`src/rtl/uart_pkg.sv`:
```
// Shared UART definitions: arbiter state encoding, default frame width and
// the helper that sizes requester-index fields.
package uart_pkg;

  localparam int UART_BITS = 8;

  typedef enum logic [4:0] {
    ST_IDLE      = 5'b00001,
    ST_LOAD      = 5'b00010,
    ST_START     = 5'b00100,
    ST_WAIT_BUSY = 5'b01000,
    ST_WAIT_DONE = 5'b10000
  } arb_state_e;

  function automatic int id_width(input int n);
    return (n > 1) ? $clog2(n) : 1;
  endfunction

endpackage

```
`src/rtl/uart_rr_select.sv`:
```
// Round-robin pick: first valid requester at or after ptr, wrapping past NUM_REQ-1.
module uart_rr_select
  import uart_pkg::*;
#(
  parameter int NUM_REQ = 4
) (
  input  logic [NUM_REQ-1:0]           valid,
  input  logic [id_width(NUM_REQ)-1:0] ptr,
  output logic [id_width(NUM_REQ)-1:0] winner,
  output logic                         any_valid
);

  localparam int W = id_width(NUM_REQ);

  logic [W-1:0] idx;

  // Scan from the farthest candidate back toward ptr so the nearest valid one wins.
  always_comb begin
    // NOTE: every output gets a default before the loop so no latch is inferred.
    winner    = ptr;
    any_valid = 1'b0;
    idx       = '0;
    for (int off = NUM_REQ - 1; off >= 0; off--) begin
      idx = W'((int'(ptr) + off) % NUM_REQ);
      if (valid[idx]) begin
        winner    = idx;
        any_valid = 1'b1;
      end
    end
  end

endmodule

```
`src/rtl/uart_tx_arbiter.sv`:
```
// Round-robin, burst-granted sharing of one UART transmitter among NUM_REQ byte streams.
// Optional transmitter-start timeout: define UART_TX_ARB_TIMEOUT_EN.
module uart_tx_arbiter
  import uart_pkg::*;
#(
  parameter int NUM_REQ   = 4,
  parameter int BITS      = UART_BITS,
  parameter int MAX_BURST = 16,
  parameter int TIMEOUT   = 64
) (
  input  logic                          clk,
  input  logic                          rst,
  input  logic [NUM_REQ-1:0]            req_valid,
  input  logic [NUM_REQ*BITS-1:0]       req_data,
  input  logic [NUM_REQ-1:0]            req_last,
  output logic [NUM_REQ-1:0]            req_ready,
  output logic [BITS-1:0]               tx_data,
  output logic                          tx_start,
  input  logic                          tx_busy,
  output logic [id_width(NUM_REQ)-1:0]  grant_id,
  output logic                          grant_active,
  output logic                          tx_error
);

  localparam int W  = id_width(NUM_REQ);
  localparam int CW = $clog2(MAX_BURST + 1);

  if (NUM_REQ < 2 || MAX_BURST < 1 || TIMEOUT < 1) begin : g_param_check
    $error("uart_tx_arbiter: needs NUM_REQ>=2, MAX_BURST>=1, TIMEOUT>=1");
  end

  arb_state_e    state;
  logic [W-1:0]  rr_ptr;
  logic [W-1:0]  next_ptr;
  logic [W-1:0]  winner;
  logic          any_valid;
  logic [CW-1:0] burst_cnt;
  logic          last_q;

`ifdef UART_TX_ARB_TIMEOUT_EN
  localparam int TW = $clog2(TIMEOUT + 1);
  logic [TW-1:0] timeout_cnt;
`else
  assign tx_error = 1'b0;
`endif

  uart_rr_select #(.NUM_REQ(NUM_REQ)) u_rr_select (
    .valid     (req_valid),
    .ptr       (rr_ptr),
    .winner    (winner),
    .any_valid (any_valid)
  );

  // The owner that just finished moves to the back of the round-robin order.
  assign next_ptr = (grant_id == W'(NUM_REQ - 1)) ? '0 : grant_id + W'(1);

  // Acceptance depends on the owner's valid in the same LOAD cycle, so it is a decode.
  always_comb begin
    req_ready = '0;
    if (state == ST_LOAD && req_valid[grant_id]) req_ready[grant_id] = 1'b1;
  end

  always_ff @(posedge clk or negedge rst) begin
    if (!rst) begin
      state        <= ST_IDLE;
      tx_start     <= 1'b0;
      tx_data      <= '0;
      grant_id     <= '0;
      grant_active <= 1'b0;
      rr_ptr       <= '0;
      burst_cnt    <= '0;
      last_q       <= 1'b0;
`ifdef UART_TX_ARB_TIMEOUT_EN
      tx_error     <= 1'b0;
      timeout_cnt  <= '0;
`endif
    end else begin
      // NOTE: sequential state uses <= so every register sees pre-edge values.
      tx_start <= 1'b0;
      unique case (state)
        ST_IDLE: begin
          if (any_valid) begin
            grant_id     <= winner;
            grant_active <= 1'b1;
            burst_cnt    <= '0;
            state        <= ST_LOAD;
          end
        end
        ST_LOAD: begin
          if (req_valid[grant_id]) begin
            tx_data   <= req_data[int'(grant_id) * BITS +: BITS];
            last_q    <= req_last[grant_id];
            burst_cnt <= burst_cnt + CW'(1);
            tx_start  <= 1'b1;
            state     <= ST_START;
          end else begin
            grant_active <= 1'b0;
            rr_ptr       <= next_ptr;
            state        <= ST_IDLE;
          end
        end
        ST_START: begin
`ifdef UART_TX_ARB_TIMEOUT_EN
          // The START cycle counts as the first cycle of the wait.
          timeout_cnt <= TW'(1);
`endif
          state <= ST_WAIT_BUSY;
        end
        ST_WAIT_BUSY: begin
          if (tx_busy) begin
            state <= ST_WAIT_DONE;
          end
`ifdef UART_TX_ARB_TIMEOUT_EN
          else if (timeout_cnt >= TW'(TIMEOUT - 1)) begin
            tx_error     <= 1'b1;
            grant_active <= 1'b0;
            rr_ptr       <= next_ptr;
            state        <= ST_IDLE;
          end else begin
            timeout_cnt <= timeout_cnt + TW'(1);
          end
`endif
        end
        ST_WAIT_DONE: begin
          if (!tx_busy) begin
            if (last_q || burst_cnt == CW'(MAX_BURST)) begin
              grant_active <= 1'b0;
              rr_ptr       <= next_ptr;
              state        <= ST_IDLE;
            end else begin
              state <= ST_LOAD;
            end
          end
        end
        default: state <= ST_IDLE;
      endcase
    end
  end

endmodule

```
`config.mk`:
```
export PLATFORM = sky130hd
export DESIGN_NAME = uart_tx_arbiter
export DESIGN_NICKNAME = d
export VERILOG_FILES = /design/src/rtl/uart_pkg.sv /design/src/rtl/uart_rr_select.sv /design/src/rtl/uart_tx_arbiter.sv
export SDC_FILE = /design/constraint.sdc
export NUM_CORES = 1
export LEC_CHECK = 0
export ABC_AREA = 1
export ABC_CLOCK_PERIOD_IN_PS = 2100
export CORE_UTILIZATION = 46
export DETAILED_ROUTE_END_ITERATION = 7
export PLACE_DENSITY = 0.81
export SLEW_MARGIN = 30
export SYNTH_ARGS = -nofsm -noshare
export SYNTH_HDL_FRONTEND = slang
export SYNTH_HIERARCHICAL = 1
export SYNTH_SLANG_ARGS = --single-unit
```
`constraint.sdc`:
```
create_clock -name clk -period 2.1 [get_ports clk]
set_input_delay 0.42 -clock clk [delete_from_list [all_inputs] [get_ports clk]]
set_output_delay 0.42 -clock clk [all_outputs]
set_load 0.03 [all_outputs]
```
# After elaboration in Yosys (flattened, before gate mapping)
# Cells that the tools add are included.
[word_totals]
register_bits = 25
in_bits = 43
out_inout_bits = 17
word_cells = 89
[classes]
addsub = 5
magnitude_cmp = 6
n_eq_ne = 13
n_shift = 1
mux = 44
n_reduce_logical = 12
[ops]
columns = ["cell", "count"]
rows = [
  ["32-bit by 6-bit indexed part select with 8-bit output", 1],
  ["5-bit 2-to-1 mux", 5],
  ["5-bit one-hot mux with 5 select lines", 1],
  ["2-bit 2-to-1 mux", 9],
  ["1-bit 2-to-1 mux", 17],
  ["2-bit by 3-bit < comparator with 1-bit output, second input constant", 5],
  ["1-bit binary-select mux with 2-bit select", 6],
  ["5-bit equality test, second input constant", 2],
  ["2-bit != test, second input constant", 5],
  ["5-bit one-hot mux with 2 select lines", 1],
  ["3-bit AND reduction", 2],
  ["5-bit by 1-bit adder with 5-bit output, second input constant", 1],
  ["5-bit by 1-bit equality test with 1-bit output, second input constant", 1],
  ["5-bit by 2-bit equality test with 1-bit output, second input constant", 1],
  ["5-bit by 3-bit equality test with 1-bit output, second input constant", 1],
  ["5-bit by 4-bit equality test with 1-bit output, second input constant", 1],
  ["5-bit AND reduction", 1],
  ["2-bit by 1-bit adder with 2-bit output, second input constant", 2],
  ["2-bit adder, second input constant", 2],
  ["4-bit 2-to-1 mux", 1],
  ["2-bit one-hot mux with 2 select lines", 1],
  ["2-bit AND reduction", 2],
  ["4-bit AND reduction", 1],
  ["2-bit nonzero test", 2],
  ["other kinds (9)", 10],
]

# Longest topological paths before layout
# Gate-level depths: netlist (run 1).
[logic_depth]
depth_word = 9
ltp_mapped = 15
depth_no_buf = 14

# By module
# Netlist (run 1), hierarchy kept.
[by_module_without_submodules]
columns = ["mod", "instances", "cells_per_inst", "area_each_um2", "seq_area_each_um2"]
rows = [
  ["uart_tx_arbiter", 1, 217, 1625.3, 626.9],
  ["uart_rr_select", 1, 53, 234.0, 0.0],
]

# Worst setup path before layout (run 1)
# OpenSTA, ideal clock, no wires.
[synth_path]
path_type = "reg2out"
from = "register grant_id[0]"
to = "output port req_ready[2]"
t_arrival_ns = 1.581
required_ns = 1.680
setup_slack_ns = 0.099
stages_incl_launch_ff = 6
path_buffers = 1
cell_sequence = "dfrtp_1 > inv_1 > clkbuf_1 > ha_1 > inv_1 > nor2_1"
[synth_via]
elab_chain_len = 5
elab_cells_between_ends = 9
classes_between = "2 x order compare; 5 x mux; 2 x reduce/logical"
[synth_lines]
columns = ["element", "line", "rtl"]
rows = [
  ["start, declared", "uart_tx_arbiter.sv:20", "output logic [id_width(NUM_REQ)-1:0] grant_id,"],
  ["start signal, assigned", "uart_tx_arbiter.sv:83", "grant_id <= winner;"],
  ["2-bit by 3-bit < comparator with 1-bit output (implied by the code) / 2-bit by 1-bit >= comparator with 1-bit output (equally long branches)", "uart_tx_arbiter.sv:60", "if (state == ST_LOAD && req_valid[grant_id]) req_ready[grant_id] = 1'b1;"],
  ["1-bit logical AND (implied by the code)", "uart_tx_arbiter.sv:60", ""],
  ["1-bit 2-to-1 mux (implied by the code)", "uart_tx_arbiter.sv:60", ""],
  ["1-bit demux with 2-bit select", "uart_tx_arbiter.sv:60", ""],
  ["4-bit 2-to-1 mux *", "uart_tx_arbiter.sv:60", ""],
  ["end, declared", "uart_tx_arbiter.sv:16", "output logic [NUM_REQ-1:0] req_ready,"],
]
# Mark *: on every way between the ends. The rest lies on a longest branch, timed or not. The select of a mux whose other input is x is not followed.

# Worst setup path after layout (run 1)
[layout_path]
from = "input port req_valid[3]"
to = "output port req_ready[2]"
[layout_via]
elab_chain_len = 4
[layout_lines]
columns = ["element", "line", "rtl"]
rows = [
  ["start, declared", "uart_tx_arbiter.sv:13", "input logic [NUM_REQ-1:0] req_valid,"],
  ["1-bit binary-select mux with 2-bit select", "uart_tx_arbiter.sv:60", ""],
  ["1-bit 2-to-1 mux (implied by the code)", "uart_tx_arbiter.sv:60", ""],
  ["1-bit logical AND", "uart_tx_arbiter.sv:60", ""],
  ["4-bit 2-to-1 mux", "uart_tx_arbiter.sv:60", ""],
]
# Every way passes these cells. The select of a mux whose other input is x is not followed.

==> impl_metrics.csv, run 1 <==
group,metric,value,unit
global_routing,grt_pass1_wl,7.80,mm
timing,max_freq,0.498,GHz
floorplanning,die_area,0.00430,mm2
detailed_routing,first_iter_violations,124,
global_routing,track_usage,23.2,%
floorplanning,placeableCoreArea,0.00377,mm2
power_and_ir_drop,power_frac_seq,25.2,%
worst_hold_path,hold_start,"grant_active",
global_routing,antenna_found_initial,0,
detailed_routing,routed_wl,4.49,mm
worst_setup_path,rrSetupSlack,230,ps
worst_setup_path,cp_data_arrival_time,1590,ps
final_layout,fill_cells,336,
worst_hold_path,hold_depth,2,
worst_hold_path,hold_class,"reg -> reg",
timing,hold_violations,0,
timing,post-route-min-period,2010,ps
final_layout,layout-drive-gt1-share,12.7,%
timing,skew,13.4,ps
worst_setup_path,r2r_cells,12,
cts,clkTransAtPathRegs,90,ps
final_layout,mostFrequentLayoutCell,"nand2_1",
final_layout,antenna_cells,0,
place,hpwl,3.45,mm
power_and_ir_drop,netSwitchingFraction,49.8,%
power_and_ir_drop,clockPowerShare,8.5,%
outcome,status,"complete, no violations",
floorplanning,num_rows,22,
cts,cts_hold_buf,0,
worst_setup_path,critPathMaxFanout,5,
final_layout,area_delta_synth_final,36.9,%
cts,cts_tree,"yes",
place,place_area,0.00249,mm2
power_and_ir_drop,ir_drop,657,uV
worst_setup_path,cp_slowest_cell,"clkdlybuf4s50_1",
worst_setup_path,cp_data_required_time,1680,ps
synthesis,synth_cells,270,
flow_run,cap_violations,0,
global_routing,grt_pass1_vias,1837,
worst_setup_path,path_cells,"clkdlybuf4s50_1 -> nand2_1 -> nand3_1 -> nand3_2 -> nor2_1 -> buf_4",
cts,clock_sinks,25,
synthesis,syn_area,0.00186,mm2
floorplanning,die_h,65.6,um
synthesis,ys_types,33,
synthesis,seq_area_frac_synth,33.7,%
worst_setup_path,cp_slowest_stage_delay,510,ps
place,place.gp.congestion,0.923,
final_layout,layout.cells.non_filler,378,
cts,cts_root_buf,"clkbuf_8",
global_routing,grt.overflow.total,0,
detailed_routing,wl_per_cell,11.9,um
worst_setup_path,path_buf_inv,2,
worst_setup_path,critPathTopFamily,"buffers and inverters",
worst_setup_path,reg2reg_from,"rr_ptr[0]",
detailed_routing,via_count,1867,
synthesis,synth_nets,319,
floorplanning,start_util,49.3,%
synthesis,syn_avg_cell_area,6.89,um2
power_and_ir_drop,power.internal,1.70,mW
synthesis,yosys_warnings,6,
cts,worstSkewPairLatency,270,ps
synthesis,ys_ff_latch,25,
power_and_ir_drop,p_leak,1.21,nW
worst_setup_path,worstSetupEndpointType,"primary output",
place,io_buffer_count,58,
timing,rsz0062_at_grt,"false",
cts,cts_made_buffers,3,
floorplanning,ios,60,
timing,final.period_utilization,95.6,%
timing,setup_viol_count_final,0,
global_routing,grt_max_degree,26,
floorplanning,die_x,65.6,um
final_layout,nets,380,
power_and_ir_drop,p_per_area,1330,mW/mm2
detailed_routing,drc,0,
detailed_routing,ant_nets,0,
cts,clk_path_buf_depth,2,
timing,maxSlewViolCount,0,
detailed_routing,via_per_inst,4.94,
detailed_routing,drtPass1Iterations,4,
final_layout,final_cell_mix,"nand2_1 (61), nor2_1 (60), clkdlybuf4s50_1 (54), o21ai_0 (25)",
power_and_ir_drop,comb_power_share,66.4,%
worst_setup_path,regToRegEndpoint,"burst_cnt[3]",
place,dp_cells,374,
worst_setup_path,worst-setup-path-type,"in -> out",
power_and_ir_drop,switching_power,1.69,mW
worst_hold_path,hold_end,"grant_active",
final_layout,finalInstanceArea,0.00254,mm2
worst_setup_path,start_kind,"primary input",
cts,cts_htree_levels,1,
-- sequential cells by signal, indices dropped and copies added, names as in the netlist --
| name | cells |
|---|---|
| tx_data | 8 |
| burst_cnt | 5 |
| state | 5 |
| grant_id | 2 |
| rr_ptr | 2 |
| grant_active | 1 |
| last_q | 1 |
| tx_start | 1 |
-- repair_timing --
item	4_1_cts	5_1_grt
endpoints found under the hold margin	0	0
buffers inserted	0	0
resized for setup	1	3
endpoints found under the setup margin	1	4
-- through the flow --
stage	setup TNS (ps)	hold WS, ps	setup slack (ps)	util, %	power [mW]
6_report	0	484	93.3	67.5	3.40
3_3_place_gp	0	459	46.0	66.0	3.04
5_1_grt	0	536	13.4	67.5	3.73
3_5_place_dp	-60.3	463	-50.7	66.0	3.08
4_1_cts	0	485	24.5	67.2	3.37
2_1_floorplan	0	124	99.3	-	2.42
-- power by group through the flow --
stage	logic, mW	clock network, mW	registers, mW
2_1_floorplan	1.39	0	1.03
3_3_place_gp	2.20	0	0.847
3_5_place_dp	2.23	0	0.855
4_1_cts	2.24	0.290	0.848
5_1_grt	2.53	0.313	0.881
6_report	2.25	0.288	0.854
-- metal layers --
layer  wire length, um  global-route usage [%]  vias up  part of all wire, %
met2              2190                    42.0       42                   49
met4                70                    9.51        0                  1.6
met3               101                    2.08        7                  2.3
met1              2120                    27.8      838                   47
li1                  -                       -      980                    -
met5                 0                       0        -                    0
-- worst min-delay path: stages, from the launching register on --
cell and delay [ps]:
dfrtp_1 360, nand2_1 50, nand2_1 40
-- how the worst max path moves through the flow --
stage	start	endpoint	slack [ps]	cells past startpoint
floorplan	grant_id[0]	req_ready[2]	100	5
global placement	req_valid[3]	burst_cnt[4]	50	12
detailed placement	req_valid[1]	burst_cnt[3]	-50	12
CTS	grant_id[0]	req_ready[3]	20	6
global route	req_valid[2]	req_ready[2]	10	6
finish	req_valid[3]	req_ready[2]	90	6
-- cell usage after synthesis, drive strengths merged --
master | instances | area [um2]
xor2 | 2 | 17.5
dfstp | 1 | 26.3
or2 | 1 | 6.26
nor2 | 65 | 280
clkbuf | 4 | 25.0
dfrtp | 24 | 601
ha | 6 | 75.1
nand2 | 65 | 259
buf | 6 | 47.5
o21bai | 1 | 7.51
a31oi | 9 | 106
inv | 28 | 108
nand4 | 2 | 12.5
o21ai | 28 | 140
nor3 | 1 | 5.00
conb | 1 | 3.75
o22ai | 1 | 6.26
nand3 | 20 | 105
a21boi | 1 | 7.51
a21oi | 4 | 20.0
-- cell families (layout without fill, tap and decap cells) --
family / after synthesis / in the layout / synth area share (%)
AOI/OAI and AO/OA: 44 / 44 / 15.5
xor gates and xnor gates: 2 / 2 / 0.942
adders and majority gates: 6 / 6 / 4.04
buffers and inverters: 38 / 98 / 9.69
DFF: 25 / 25 / 33.7
other: 1 / 1 / 0.202
and+or+nand+nor: 154 / 154 / 35.9
-- layout make-up --
cell class              count  area [um2]  area share (%)
clock buffers               4        45.0            1.77
inverters                  28         108            4.23
multi-input cells         207        1060            41.5
flip-flops and latches     25         628            24.7
well taps                  48        60.1            2.36
repair buffers             66         647            25.4
Note: power is estimated with default switching activity, not from simulation.
==> inputs of run 2 (changes only) <==
CELL_PAD_IN_SITES_DETAIL_PLACEMENT = 0   (was not set)
CELL_PAD_IN_SITES_GLOBAL_PLACEMENT = 2   (was not set)
CORE_UTILIZATION = 24   (was 46)
PLACE_DENSITY = 0.8   (was 0.81)
==> run 2 against run 1 <==
Critical path depth unchanged. Worst hold slack improved by 4.6 ps. Largest cell class unchanged. Clock skew decreased by 5.7 ps. Combinational power increased by 2%. Count of clock-buffer cells in the layout unchanged. Critical endpoint is now req_ready[0]. Die area increased by 88%. Global-route usage decreased by 10 points. Clock power about the same. Non-clock buffer count increased by 4. Final area increased by 3.6%. Critical path type unchanged. Fmax decreased by 0.19%.
==> impl_metrics.csv, run 2 (same netlist as run 1, synthesis figures left out) <==
group,metric,value,unit
worst_setup_path,reg2reg_from,"rr_ptr[0]",
timing,max_freq,0.497,GHz
detailed_routing,ant_nets,0,
place,dp_cells,429,
detailed_routing,via_per_inst,4.34,
global_routing,grt_pass1_vias,1910,
worst_setup_path,path_buf_inv,2,
place,hpwl,4.09,mm
timing,setup_viol_count_final,0,
worst_setup_path,worst-path-stages,6,
worst_setup_path,cp_data_arrival_time,1590,ps
floorplanning,ios,60,
power_and_ir_drop,p_per_area,1300,mW/mm2
floorplanning,placeableCoreArea,0.00737,mm2
final_layout,final_util,35.8,%
place,io_buffer_count,58,
cts,clock_sinks,25,
detailed_routing,drtPass1Iterations,6,
detailed_routing,first_iter_violations,50,
final_layout,antenna_cells,0,
worst_setup_path,cp_slowest_stage_delay,510,ps
detailed_routing,routed_wl,5.10,mm
timing,post-route-min-period,2010,ps
global_routing,grt_max_degree,26,
worst_setup_path,worst-setup-path-type,"in -> out",
final_layout,largest_reg_flops,8,
power_and_ir_drop,p_leak,1.22,nW
floorplanning,die_area,0.00810,mm2
timing,maxSlewViolCount,0,
cts,clkTransAtPathRegs,90,ps
global_routing,grt.overflow.total,0,
final_layout,layout.cells.non_filler,433,
cts,cts_htree_levels,1,
worst_setup_path,path_cells,"clkdlybuf4s50_1 -> nand2_1 -> nand3_1 -> nand3_2 -> nor2_1 -> buf_4",
cts,worstSkewPairLatency,270,ps
worst_hold_path,hold_depth,2,
worst_setup_path,critPathMaxFanout,5,
global_routing,track_usage,13.2,%
flow_run,cap_violations,0,
floorplanning,die_h,90.0,um
cts,cts_setup_buffers,0,
final_layout,area_delta_synth_final,41.9,%
final_layout,final_cell_mix,"nand2_1 (61), nor2_1 (59), clkdlybuf4s50_1 (54), o21ai_0 (25), inv_1 (24)",
place,place.gp.congestion,0.810,
global_routing,grt_pass1_wl,8.70,mm
cts,cts_root_buf,"clkbuf_8",
floorplanning,start_util,25.2,%
global_routing,antenna_found_initial,0,
worst_setup_path,start_kind,"primary input",
outcome,status,"complete, no violations",
final_layout,largest_register,"tx_data",
final_layout,mostFrequentLayoutCell,"nand2_1",
floorplanning,die_x,90.0,um
detailed_routing,drc,0,
cts,cts_made_buffers,3,
power_and_ir_drop,ir_drop,468,uV
worst_setup_path,cp_data_required_time,1680,ps
final_layout,layout-drive-gt1-share,13.8,%
worst_setup_path,rrSetupSlack,260,ps
worst_hold_path,hold_class,"reg -> reg",
worst_hold_path,hold_end,"grant_active",
cts,clk_path_buf_depth,2,
detailed_routing,wl_per_cell,11.8,um
floorplanning,num_rows,31,
worst_setup_path,regToRegEndpoint,"burst_cnt[0]",
cts,cts_tree,"yes",
detailed_routing,via_count,1881,
worst_setup_path,cp_slowest_cell,"clkdlybuf4s50_1",
worst_setup_path,worstSetupEndpointType,"primary output",
worst_setup_path,r2r_cells,12,
final_layout,nets,384,
timing,hold_violations,0,
worst_setup_path,critPathTopFamily,"buffers and inverters",
timing,skew,7.72,ps
timing,final.period_utilization,95.7,%
final_layout,largest_registers,"tx_data: 8 flops, burst_cnt: 5 flops, state: 5 flops",
worst_hold_path,hold_start,"grant_active",
==> run 2: metal layers <==
| layer | vias up | part of all wire, % | track usage [%] |
|---|---|---|---|
| met5 | - | 0 | 0 |
| met4 | 0 | 1.2 | 4.03 |
| met3 | 5 | 3.5 | 1.69 |
| met2 | 43 | 50 | 23.5 |
| met1 | 849 | 45 | 16.5 |
| li1 | 984 | - | - |
==> run 2: timing repair <==
item                       CTS  global route
hold endpoints to repair     0             0
resized for setup            1             2
hold buffers                 0             0
pin swaps                    0             0
setup endpoints to repair    4             4
==> run 2: cell type report <==
cell class | instances | area, um2
clock buffers | 4 | 45.0
fillers | 821 | 4730
inverters | 28 | 108
multi-input cells | 207 | 1060
flip-flops and latches | 25 | 628
well taps | 99 | 124
repair buffers | 70 | 673
==> run 2: power by group <==
part	leakage (nW)	internal, mW	total (mW)	switching, mW
registers	0.308	0.674	0.859	0.185
logic	0.894	0.916	2.29	1.37
clock network	0.0228	0.136	0.289	0.153
total	1.22	1.73	3.44	1.71
==> run 2: worst max-delay path by stage <==
stage | start | to | slack, ps
after CTS | req_valid[3] | req_ready[0] | 30
after global placement | req_valid[1] | burst_cnt[0] | -20
after detailed placement | req_valid[1] | burst_cnt[3] | -50
after global routing | req_valid[3] | req_ready[1] | -3
final | req_valid[3] | req_ready[0] | 90
after floorplan | grant_id[0] | req_ready[2] | 100
==> run 2: worst reg2reg max path, stage by stage (launching register included) <==
cell     delay (ps)
dfrtp_1         570
inv_4            90
nand2_1          70
nand2_1          70
nand2_1          80
nand2_1          70
nor2_1           90
nand3_1         130
inv_1            80
nand4_1         140
nand3_1         230
nand2_1          70
o21ai_0          70
==> run 2: metrics by stage <==
stage          setup TNS (ps)  total power, mW  hold slack, ps  worst slack (ps)  area [um2]
2_1_floorplan               0             2.42             124              99.3        1860
3_5_place_dp             -182             3.17             471             -50.5        2580
5_1_grt                 -3.02             3.80             519             -3.02        2640
3_3_place_gp            -67.4             3.18             472             -22.0        2580
6_report                    0             3.44             489              89.4        2640
4_1_cts                     0             3.48             494              26.0        2630
